$ cat config.mk
export PLATFORM = sky130hd
export DESIGN_NAME = alu_pipe
export DESIGN_NICKNAME = d
export VERILOG_FILES = /design/src/rtl/alu_pipe.sv
export SDC_FILE = /design/constraint.sdc
export NUM_CORES = 1
export LEC_CHECK = 0
export ABC_AREA = 1
export ABC_CLOCK_PERIOD_IN_PS = 1350
export CAP_MARGIN = 20
export CORE_MARGIN = 5
export CORE_UTILIZATION = 25
export CTS_CLUSTER_DIAMETER = 60
export DETAILED_ROUTE_END_ITERATION = 7
export RECOVER_POWER = 50
export SYNTH_ARGS = -nofsm -noshare
export SYNTH_HDL_FRONTEND = slang
export SYNTH_SLANG_ARGS = --single-unit
$ cat constraint.sdc
create_clock -name clk -period 1.35 [get_ports clk]
set_clock_uncertainty 0.05 [all_clocks]
set_input_delay 0.27 -clock clk [delete_from_list [all_inputs] [get_ports clk]]
set_output_delay 0.27 -clock clk [all_outputs]
set_load 0.01 [all_outputs]
$ cat src/rtl/alu_pipe.sv
// alu_pipe: registered ALU with valid/ready handshakes on both sides.
//
// Takes one operation at a time. Single-cycle ops (logic, add/sub,
// compares, barrel shifts) produce a result one cycle after they are
// accepted. The optional multiplier uses shift-add, one multiplier bit per
// cycle, so its result appears WIDTH+1 cycles after the issue cycle.
// The result and its flags are held until the consumer takes them. A new
// operation can be accepted in the same cycle the old result is consumed.
//
// Build option:
//   ALU_MUL_EN  defined   : opcode 10 (MUL) uses the iterative multiplier.
//               undefined : no multiplier, counter or BUSY state is built;
//                           opcode 10 is reported as illegal with latency 1.
//
// Parameters:
//   WIDTH      operand/result width (>= 2); SHW = $clog2(WIDTH) is derived
//
// Ports:
//   clk        rising-edge clock
//   rst_n      asynchronous active-low reset
//   in_valid   aluop/op1/op2 valid this cycle
//   in_ready   block can accept an operation this cycle
//   aluop      operation select (0..10 legal, 11..15 illegal)
//   op1, op2   operands
//   out_valid  result and flags valid
//   out_ready  consumer takes the result this cycle
//   result     registered result
//   equal      op1 == op2 (EQ, SLTE)
//   less_than  unsigned op1 < op2 (SLT) or op1 <= op2 (SLTE)
//   carry      carry-out (ADD) or borrow (SUB)
//   zero       result == 0 for every legal op
//   illegal    aluop is not a defined operation
module alu_pipe #(
  parameter int WIDTH = 8
) (
  input  logic             clk,
  input  logic             rst_n,
  input  logic             in_valid,
  output logic             in_ready,
  input  logic [3:0]       aluop,
  input  logic [WIDTH-1:0] op1,
  input  logic [WIDTH-1:0] op2,
  output logic             out_valid,
  input  logic             out_ready,
  output logic [WIDTH-1:0] result,
  output logic             equal,
  output logic             less_than,
  output logic             carry,
  output logic             zero,
  output logic             illegal
);

  localparam int SHW = $clog2(WIDTH);

  localparam logic [3:0] OP_AND  = 4'd0;
  localparam logic [3:0] OP_OR   = 4'd1;
  localparam logic [3:0] OP_XOR  = 4'd2;
  localparam logic [3:0] OP_ADD  = 4'd3;
  localparam logic [3:0] OP_SUB  = 4'd4;
  localparam logic [3:0] OP_SLT  = 4'd5;
  localparam logic [3:0] OP_SLTE = 4'd6;
  localparam logic [3:0] OP_EQ   = 4'd7;
  localparam logic [3:0] OP_SHL  = 4'd8;
  localparam logic [3:0] OP_SHR  = 4'd9;
`ifdef ALU_MUL_EN
  localparam logic [3:0] OP_MUL  = 4'd10;
`endif

`ifdef ALU_MUL_EN
  typedef enum logic [1:0] {IDLE = 2'd0, BUSY = 2'd1, DONE = 2'd2} state_t;
`else
  typedef enum logic [1:0] {IDLE = 2'd0, DONE = 2'd2} state_t;
`endif

  typedef struct packed {
    logic [WIDTH-1:0] res;
    logic             eq;
    logic             lt;
    logic             cy;
    logic             zf;
    logic             ill;
  } alu_out_t;

  // Single-cycle operation table. Compare ops leave res at 0, so zero is
  // naturally 1 for them; illegal ops force zero low.
  function automatic alu_out_t alu_eval(input logic [3:0]       op,
                                        input logic [WIDTH-1:0] a,
                                        input logic [WIDTH-1:0] b);
    alu_out_t     o;
    logic [WIDTH:0] wide;
    o    = '0;
    wide = '0;
    case (op)
      OP_AND:  o.res = a & b;
      OP_OR:   o.res = a | b;
      OP_XOR:  o.res = a ^ b;
      OP_ADD: begin
        wide  = {1'b0, a} + {1'b0, b};
        o.res = wide[WIDTH-1:0];
        o.cy  = wide[WIDTH];
      end
      OP_SUB: begin
        // The extra top bit of the widened difference is the borrow.
        wide  = {1'b0, a} - {1'b0, b};
        o.res = wide[WIDTH-1:0];
        o.cy  = wide[WIDTH];
      end
      OP_SLT:  o.lt = (a < b);
      OP_SLTE: begin
        o.lt = (a <= b);
        o.eq = (a == b);
      end
      OP_EQ:   o.eq = (a == b);
      OP_SHL:  o.res = a << b[SHW-1:0];
      OP_SHR:  o.res = a >> b[SHW-1:0];
      default: o.ill = 1'b1;
    endcase
    o.zf = !o.ill && (o.res == '0);
    return o;
  endfunction

  state_t   state_q;
  state_t   state_d;
  logic     accept;
  logic     is_mul;
  alu_out_t ev;

`ifdef ALU_MUL_EN
  logic [SHW-1:0]   cnt_q;
  logic [WIDTH-1:0] mcand_p0;
  logic [WIDTH-1:0] mplier_p0;
  logic [WIDTH-1:0] acc_p0;
  logic [WIDTH-1:0] acc_next;
  logic             mul_last;

  assign is_mul   = (aluop == OP_MUL);
  assign acc_next = acc_p0 + (mplier_p0[0] ? mcand_p0 : '0);
  assign mul_last = (state_q == BUSY) && (cnt_q == '0);
`else
  assign is_mul = 1'b0;
`endif

  always_comb ev = alu_eval(aluop, op1, op2);

  assign out_valid = (state_q == DONE);

  always_ff @(posedge clk or negedge rst_n) begin
    if (!rst_n) state_q <= IDLE;
    else        state_q <= state_d;
  end

  // A consumed result in DONE makes the block behave as IDLE in the same
  // cycle, so a waiting operation is accepted without a bubble.
  always_comb begin
    state_d  = state_q;
    in_ready = 1'b0;
    accept   = 1'b0;
    case (state_q)
      IDLE: in_ready = 1'b1;
      DONE: begin
        in_ready = out_ready;
        if (out_ready) state_d = IDLE;
      end
`ifdef ALU_MUL_EN
      BUSY: if (cnt_q == '0) state_d = DONE;
`endif
      default: state_d = IDLE;
    endcase
    accept = in_valid & in_ready;
    if (accept) begin
`ifdef ALU_MUL_EN
      state_d = is_mul ? BUSY : DONE;
`else
      state_d = DONE;
`endif
    end
  end

`ifdef ALU_MUL_EN
  // ---- stage p0: multiplier iteration (operands captured on accept) ----
  always_ff @(posedge clk or negedge rst_n) begin
    if (!rst_n) begin
      cnt_q <= '0;
    end else if (accept && is_mul) begin
      cnt_q <= SHW'(WIDTH - 1);
    end else if ((state_q == BUSY) && (cnt_q != '0)) begin
      cnt_q <= cnt_q - SHW'(1);
    end
  end

  // The accumulator is cleared on every accept, so a product interrupted
  // by reset can never leak into a later result.
  always_ff @(posedge clk) begin
    if (accept && is_mul) begin
      mcand_p0  <= op1;
      mplier_p0 <= op2;
      acc_p0    <= '0;
    end else if (state_q == BUSY) begin
      acc_p0    <= acc_next;
      mcand_p0  <= mcand_p0 << 1;
      mplier_p0 <= mplier_p0 >> 1;
    end
  end
`endif

  // ---- output registers: result and flags ----
  always_ff @(posedge clk or negedge rst_n) begin
    if (!rst_n) begin
      result    <= '0;
      equal     <= 1'b0;
      less_than <= 1'b0;
      carry     <= 1'b0;
      zero      <= 1'b0;
      illegal   <= 1'b0;
    end else if (accept && !is_mul) begin
      result    <= ev.res;
      equal     <= ev.eq;
      less_than <= ev.lt;
      carry     <= ev.cy;
      zero      <= ev.zf;
      illegal   <= ev.ill;
    end
`ifdef ALU_MUL_EN
    else if (mul_last) begin
      result    <= acc_next;
      equal     <= 1'b0;
      less_than <= 1'b0;
      carry     <= 1'b0;
      zero      <= (acc_next == '0);
      illegal   <= 1'b0;
    end
`endif
  end

endmodule

==> qor.yml, run 1 <==
run_status:
  status: "finished, violations left"
  violations: "negative setup slack"
finish:
  fin_nets: 600
  synthToLayoutAreaGrowth_pct: 88.4
  antenna_cells: 0
  fin_cells: 659
  fin_area_um2: 4360
  final_cell_mix: "104 x nand2_1, 81 x buf_4, 55 x nand3_1"
  fin_util_pct: 47.7
  final_common_cell: "nand2_1"
  n_fill_cell: 874
  final_layout_size_suffix_gt1_share_pct: 48.5
global_routing:
  track_usage_pct: 16.4
  grt_max_degree: 18
  antenna_found_initial: 0
  grt_overflow: 0
  grt_pass1_wl_um: 15300
  grt_pass1_vias: 3276
cts:
  clk_pin_slew_worst_paths_ns: 0.06
  root_buffer: "clkbuf_8"
  clock_latency_ns: 0.25
  tritoncts: "done"
  cts_buffer_depth: 2
  cts_hold_buf: 0
  clock_sinks: 14
  cts_buffers: 3
  h-tree-depth: 1
floorplanning:
  die_h_um: 106
  die_area_um2: 11300
  fp.coreArea_um2: 9150
  initial_core_util_pct: 25.3
  pin_count: 39
  die-width_um: 106
  rows: 35
timing:
  fin_crit_ns: 1.70
  max_slew_margin_pct: 50.2
  setup_viol: 10
  tightest_slew_ns: 0.747
  hold_viol_final: 0
  rsz0062_at_grt: "yes"
  max_freq_mhz: 588
  fin_tns_setup_ns: -2.26
  finalCritPeriodShare_pct: 126
  holdWs_ns: 0.413
  drv_slew: 0
  setup_ws_ns: -0.350
routing:
  wl_met3_um: 465
  dr_wl_met2_um: 4740
  wl_met1_um: 3900
  detail-route-antenna-nets: 0
  drt_iter0_drc: 166
  totalWireLength_um: 9600
  viasPerCell: 4.92
  route.detailed.drc: 0
  wire_per_inst_um: 14.6
  maxUsedRoutingLayer: "met4"
  drt-pass1-iter-count: 4
  vias: 3243
yosys:
  syn-num-nets: 462
  ys_seq_area_share_pct: 15.1
  synth_edf_count: 0
  syn_avg_cell_area_um2: 5.63
  yosys_warnings: 0
  syn_inst: 411
  ys_ff_latch: 14
  async_flop_share_pct: 100
  syn_area_um2: 2320
  ys.flop_type: "dfrtp_1"
  yosysUniqueCellTypes: 32
worst_setup_path:
  start_kind: "primary input"
  crit_path_end_kind: "flip-flop"
  critPathMaxFanout: 3
  critPathKind: "primary input to flip-flop"
  worst_ep_required_time_ns: 1.49
  arrival_ns: 1.84
place:
  dp.cells: 640
  place_area_um2: 3590
  hpwl_um: 7170
  io_buffers: 38
  place.gp.congestion: 0.887
  pre_cts_slack_ns: -1.18
pwr:
  p_per_area_nw_per_um2: 561
  total_leakage_power_nw: 2.19
  power_mw: 2.45
  vdd_drop_max_uv: 227
worst_hold_path:
  hold_path.class: "flip-flop to flip-flop"
job:
  drv_cap: 0
==> sequential cells by signal (all words and copies together) (netlist names) <==
signal and flops:
carry 1, illegal 1, less_than 1, zero 1, equal 1, state_q 1
result 8
==> worst max-delay path: stages <==
cell and delay (ns):
buf_12 0.10, inv_12 0.03, ha_4 0.15, fa_2 0.52, inv_2 0.03, nand3_2 0.05, nand2_2 0.05, inv_2 0.05
nand2_2 0.06, nor2_4 0.11, nand2_1 0.07, nor2_1 0.08, nand2_1 0.05, nor2_1 0.09, nand3_1 0.07, nand2_1 0.06
==> path summary, 6_finish.rpt <==
| check | startpoint | endpoint | slack (ns) | cells after the start |
|---|---|---|---|---|
| hold reg to reg | result[2] | result[2] | 0.41 | 2 |
| setup reg to reg | state_q[1] | zero | 0.03 | 9 |
| min in group asynchronous | rst_n | carry | 0.48 | 2 |
| max in group asynchronous | rst_n | result[0] | 0.30 | 2 |
| hold / removal | result[2] | result[2] | 0.41 | 2 |
| setup / recovery | op1[0] | zero | -0.35 | 16 |
==> what timing repair did <==
action	CTS	global route
pin swaps	70	48
endpoints found under the setup margin	27	13
cloned	2	1
buffers inserted	12	5
endpoints found under the hold margin	0	0
resized for setup	225	64
==> synthesized netlist by cell type, types with 2 or more instances <==
| master | instances | share of area, % |
|---|---|---|
| a21oi_1 | 8 | 1.7 |
| a31oi_1 | 4 | 1.1 |
| buf_2 | 8 | 1.7 |
| clkbuf_1 | 2 | 0.32 |
| clkinv_1 | 2 | 0.32 |
| dfrtp_1 | 14 | 15 |
| fa_1 | 2 | 1.7 |
| ha_1 | 25 | 14 |
| inv_1 | 47 | 7.6 |
| inv_2 | 2 | 0.32 |
| nand2_1 | 135 | 22 |
| nand3_1 | 76 | 16 |
| nand4_1 | 4 | 1.1 |
| nor2_1 | 50 | 8.1 |
| nor2_2 | 6 | 1.6 |
| nor3_1 | 3 | 0.65 |
| o21ai_0 | 7 | 1.5 |
| o21ai_1 | 2 | 0.43 |
==> power by group <==
part	internal (mW)	switching [mW]	total, mW
Clock	0.258	0.147	0.405
Sequential	0.477	0.0294	0.506
Combinational	0.723	0.813	1.54
Total	1.46	0.989	2.45
==> kinds of logic (layout without fill, tap and decap cells) <==
family,after synthesis,in the layout,share of synthesized area (%)
simple gates,280,280,51.6
compound gates,26,26,6.48
buf+inv,63,200,11.1
fa+ha+maj,27,27,15.2
flops,14,14,15.1
xor+xnor,1,1,0.378
==> per-layer routing <==
layer	global-route usage (%)	up-vias
li1	-	1590
met1	19.9	1509
met2	28.5	111
met3	1.76	33
met4	8.33	0
met5	0	-
==> cell type report <==
type | instances | area [um2] | area share [%]
clock buffer | 4 | 55.1 | 1.26
inverter | 51 | 225 | 5.16
multi-input combinational | 334 | 2370 | 54.4
sequential | 14 | 350 | 8.03
tap | 111 | 139 | 3.18
timing repair buffer | 145 | 1220 | 28.0
(Power assumes the default switching activity.)
==> run 2, diff against run 1 <==
--- a/config.mk
+++ b/config.mk
@@ -13,6 +13,7 @@
 export CTS_CLUSTER_DIAMETER = 60
 export DETAILED_ROUTE_END_ITERATION = 7
 export RECOVER_POWER = 50
+export SLEW_MARGIN = 25
 export SYNTH_ARGS = -nofsm -noshare
 export SYNTH_HDL_FRONTEND = slang
 export SYNTH_SLANG_ARGS = --single-unit
==> results of run 2 <==
The final DEF is identical to that of run 1; final timing and power are the same.
==> run 3, diff against run 2 <==
--- a/config.mk
+++ b/config.mk
@@ -12,6 +12,7 @@
 export CORE_UTILIZATION = 25
 export CTS_CLUSTER_DIAMETER = 60
 export DETAILED_ROUTE_END_ITERATION = 7
+export GPL_ROUTABILITY_DRIVEN = 1
 export RECOVER_POWER = 50
 export SLEW_MARGIN = 25
 export SYNTH_ARGS = -nofsm -noshare
==> results of run 3 <==
The final DEF is identical to that of run 1; final timing and power are the same.
